==> config.mk <==
export PLATFORM = sky130hd
export DESIGN_NAME = div_unsigned_seq
export DESIGN_NICKNAME = d
export VERILOG_FILES = /design/src/rtl/div_unsigned_seq.sv
export SDC_FILE = /design/constraint.sdc
export NUM_CORES = 1
export LEC_CHECK = 0
export BUFFER_PORTS_ARGS = -buffer_cell sky130_fd_sc_hd__buf_4
export CAP_MARGIN = 0
export CORE_AREA = 4 4 126 128
export DETAILED_ROUTE_END_ITERATION = 12
export DIE_AREA = 0 0 130 132
export PLACE_DENSITY = 0.55
export RECOVER_POWER = 50
export SLEW_MARGIN = 25
export SYNTH_ARGS = -nofsm -noshare
export SYNTH_HDL_FRONTEND = slang
export SYNTH_SLANG_ARGS = --single-unit
export TNS_END_PERCENT = 1
==> constraint.sdc <==
create_clock -name clk -period 3.2 [get_ports clk]
set_clock_uncertainty 0.1 [all_clocks]
set_input_delay 0.32 -clock clk [delete_from_list [all_inputs] [get_ports clk]]
set_output_delay 0.32 -clock clk [all_outputs]
set_load 0.02 [all_outputs]
==> src/rtl/div_unsigned_seq.sv <==
// Iterative radix-2 restoring unsigned divider, one quotient bit per clock.
// Valid/ready handshake on operands and on the quotient/remainder result.
module div_unsigned_seq #(
  parameter int WIDTHA = 20,
  parameter int WIDTHB = 12
) (
  input  logic              clk,
  input  logic              rst,
  input  logic              in_valid,
  output logic              in_ready,
  input  logic [WIDTHA-1:0] A,
  input  logic [WIDTHB-1:0] B,
  output logic              out_valid,
  input  logic              out_ready,
  output logic [WIDTHA-1:0] Q,
  output logic [WIDTHB-1:0] R,
  output logic              div_by_zero
);

  localparam int CW = $clog2(WIDTHA);

  typedef enum logic [1:0] {
    IDLE,
    RUN,
    DONE
  } state_t;

  state_t            state_q, state_d;
  logic [CW-1:0]     cnt_q, cnt_d;
  logic [WIDTHA-1:0] a_q, a_d;
  logic [WIDTHB-1:0] b_q, b_d;
  logic [WIDTHB-1:0] pr_q, pr_d;
  logic [WIDTHA-1:0] q_q, q_d;
  logic [WIDTHB-1:0] r_q, r_d;
  logic              dz_q, dz_d;
  logic [WIDTHB:0]   pr_sh;
  logic              geq;

  always_ff @(posedge clk or posedge rst) begin
    if (rst) begin
      state_q <= IDLE;
      cnt_q   <= '0;
      a_q     <= '0;
      b_q     <= '0;
      pr_q    <= '0;
      q_q     <= '0;
      r_q     <= '0;
      dz_q    <= 1'b0;
    end else begin
      state_q <= state_d;
      cnt_q   <= cnt_d;
      a_q     <= a_d;
      b_q     <= b_d;
      pr_q    <= pr_d;
      q_q     <= q_d;
      r_q     <= r_d;
      dz_q    <= dz_d;
    end
  end

  always_comb begin
    state_d   = state_q;
    cnt_d     = cnt_q;
    a_d       = a_q;
    b_d       = b_q;
    pr_d      = pr_q;
    q_d       = q_q;
    r_d       = r_q;
    dz_d      = dz_q;
    in_ready  = (state_q == IDLE) && !rst;
    out_valid = (state_q == DONE);
    // Stored remainder is always < B; only the shifted value needs WIDTHB+1.
    pr_sh     = {pr_q, a_q[WIDTHA-1]};
    geq       = (pr_sh >= {1'b0, b_q});
    unique case (state_q)
      IDLE: begin
        if (in_valid && in_ready) begin
          a_d  = A;
          b_d  = B;
          pr_d = '0;
          if (B == '0) begin
            q_d     = '1;
            r_d     = A[WIDTHB-1:0];
            dz_d    = 1'b1;
            state_d = DONE;
          end else begin
            dz_d    = 1'b0;
            cnt_d   = CW'(WIDTHA - 1);
            state_d = RUN;
          end
        end
      end
      RUN: begin
        pr_d  = geq ? WIDTHB'(pr_sh - {1'b0, b_q})
                    : pr_sh[WIDTHB-1:0];
        a_d   = {a_q[WIDTHA-2:0], geq};
        cnt_d = cnt_q - 1'b1;
        if (cnt_q == '0) begin
          cnt_d   = '0;
          q_d     = a_d;
          r_d     = pr_d;
          state_d = DONE;
        end
      end
      DONE: begin
        if (out_ready) state_d = IDLE;
      end
      default: state_d = IDLE;
    endcase
  end

  assign Q           = q_q;
  assign R           = r_q;
  assign div_by_zero = dz_q;

endmodule

==> impl_metrics.tcl <==
set metrics [dict create \
    clk_latency_ns 0.34 \
    grt_start_max_net_pins 47 \
    layout_commonest_cell "nand2_1" \
    cp.required_ns 3.30 \
    cts.sinks 84 \
    hold_path.class "in -> reg" \
    ys_types 60 \
    dpl.hpwl_mm 8.75 \
    ant_nets 0 \
    grt-busiest-layer "met2" \
    ys.flop_type "dfrtp_1" \
    layout_common_cells "nand2_1, dfrtp_1, o21ai_0" \
    synth-edff-count 0 \
    die_w_um 130 \
    drt-vias-per-instance 5.10 \
    cts_buffers 9 \
    p_switching_w 0.00284 \
    synthToLayoutAreaGrowth_pct 21.0 \
    end_kind "register" \
    whs_ns 0.0698 \
    grt_use_met2 0.217 \
    h-tree-depth 3 \
    synth.ff_latch_count 84 \
    p_leak_nw 2.36 \
    power_frac_comb 0.528 \
    grt_overflow 0 \
    synth_cells 493 \
    yosysSeqAreaShare 0.484 \
    clkPwrFrac 0.165 \
    synthArstFlopShare 1.00 \
    hold_buffers 1 \
    grt_util_met3 0.0397 \
    wl_mm 11.7 \
    synth_nets 543 \
    seqPwrFrac 0.306 \
    antenna_found_initial 0 \
    powerDensity_nw_per_um2 1200 \
    grt_pass1_vias 3613 \
    grt.total_usage 0.138 \
    drive_gt1_frac 0.132 \
    cts_resized 0 \
    core_area_um2 14900 \
    crit_fanout 3 \
    pre_cts_ws_ns 0.546 \
    maxSlewHeadroom 0.144 \
    globalRouteMet1Util 0.190 \
    internal_power_w 0.00345 \
    dieHeight_um 132 \
    cts_tree "done" \
    finish.net_count 607 \
    timing.final.crit_share 0.838 \
    finalHoldViolations 0 \
    num_rows 45 \
    critical_path_class "reg -> reg" \
    io_buffers 70 \
    avgSynthCellArea_um2 8.80 \
    n_antenna_cell 0 \
    cts.clk_slew.worst_paths_ns 0.06 \
    synth_area_um2 4340 \
    rsz0062_at_grt "no" \
    ir_worst_vdd_mv 0.348 \
    firstDrtPassIters 4 \
    cts_root_buf "clkbuf_16" \
    cts_buffer_depth 2 \
    fin_ws_ns 0.517 \
    routedWlPerCell_um 15.6 \
    maxCapViolations 0 \
    postCtsSetupBuffers 0 \
    start_util 0.292 \
    cp_data_arrival_time_ns 2.78 \
    clock.fmax_mhz 373 \
    drv_slew 0 \
    status "finished clean" \
    yosys_warnings 0 \
    finalCriticalPeriod_ns 2.68 \
    dr.first_iter.drc_count 300 \
    routed-via-count 3817 \
    drc 0 \
    finalSetupViolCount 0 \
    start_kind "register" \
    fin_tns_setup_ns 0 \
    worst_pin_slew_ns 1.28 \
    grt_pass1_wl_mm 18.9 \
    gp_congestion 0.806 \
    fp.dieArea_um2 17200 \
    io_pins 71 \
    swShare 0.452 \
]
-- power by group through the flow --
stage                     clock (W)  sequential (W)  combinational (W)
after global placement            0         0.00193            0.00342
final                       0.00104         0.00193            0.00333
after detailed placement          0         0.00195            0.00349
after global routing        0.00111         0.00199            0.00372
after floorplan                   0         0.00206            0.00232
after CTS                   0.00107         0.00193            0.00349
-- kinds of logic after synthesis --
family,Yosys count,share of synthesized area
adders and majority gates,14,0.0421
AOI/OAI and AO/OA,136,0.200
muxes,9,0.0211
DFF,84,0.484
and+or+nand+nor,192,0.192
buffers and inverters,53,0.0505
xor gates and xnor gates,5,0.0101
-- layout make-up --
type	instances	area, µm²
clock buffers	12	246
clock inverters	3	46.3
fillers	1577	9610
inverters	23	87.6
multi-input cells	356	2030
flip-flops and latches	84	2100
well taps	188	235
repair buffers	83	505
-- critical path, stage by stage (launching register included) --
cell and delay, ns:
dfrtp_1 0.38, inv_1 0.12, ha_1 0.19, inv_1 0.06, fa_1 0.42, a211oi_1 0.31
o21a_1 0.22, o21ai_0 0.13, a21oi_1 0.21, xor2_1 0.30, o31ai_1 0.11
-- worst paths after layout --
kind                            from         end  slack [ns]  cells past startpoint
max reg2reg                  a_q[19]     pr_q[8]        0.52                     10
max in group asynchronous        rst        Q[2]        0.96                      4
min                        out_ready  state_q[1]        0.07                      2
min in group asynchronous        rst  state_q[0]        0.73                      3
max                          a_q[19]     pr_q[8]        0.52                     10
min reg2reg                     Q[1]        Q[1]        0.36                      2
-- sequential cells by signal, summed over array words and instances, names as in the netlist --
name	flops
state_q	2
cnt_q	5
Q	20
b_q	12
a_q	20
div_by_zero	1
pr_q	12
R	12
-- Yosys cell counts (3+ instances only) --
master | count | area, µm²
clkbuf_1 | 17 | 63.8
xor2_1 | 3 | 26.3
a21o_1 | 4 | 30.0
nand3_1 | 10 | 50.1
nand2_1 | 105 | 394
a21oi_1 | 14 | 70.1
o21ai_0 | 53 | 265
and2_1 | 3 | 18.8
nor3_1 | 7 | 35.0
dfrtp_1 | 84 | 2100
nor2_1 | 44 | 165
inv_1 | 23 | 86.3
o21a_1 | 4 | 30.0
mux2i_1 | 8 | 80.1
buf_2 | 7 | 35.0
o31ai_1 | 3 | 22.5
buf_1 | 4 | 15.0
a31oi_1 | 27 | 169
nand2b_1 | 4 | 25.0
nor4_1 | 3 | 18.8
ha_1 | 13 | 163
-- stage by stage --
step / util / cells / instance area (µm²) / total power, W
2_1_floorplan: - / 493 / 4340 / 0.00438
3_3_place_gp: 0.342 / 733 / 5080 / 0.00535
3_5_place_dp: 0.342 / 733 / 5080 / 0.00544
4_1_cts: 0.362 / 749 / 5380 / 0.00650
5_1_grt: 0.353 / 749 / 5250 / 0.00682
6_report: 0.353 / 749 / 5250 / 0.00630
-- per-layer routing --
| metal | wire (µm) | part of all wire | vias up |
|---|---|---|---|
| met3 | 771 | 0.066 | 10 |
| met4 | 118 | 0.010 | 0 |
| li1 | - | - | 1848 |
| met1 | 5340 | 0.46 | 1843 |
| met2 | 5470 | 0.47 | 116 |
| met5 | 0 | 0 | - |
Power figures use the tool's default switching activity.
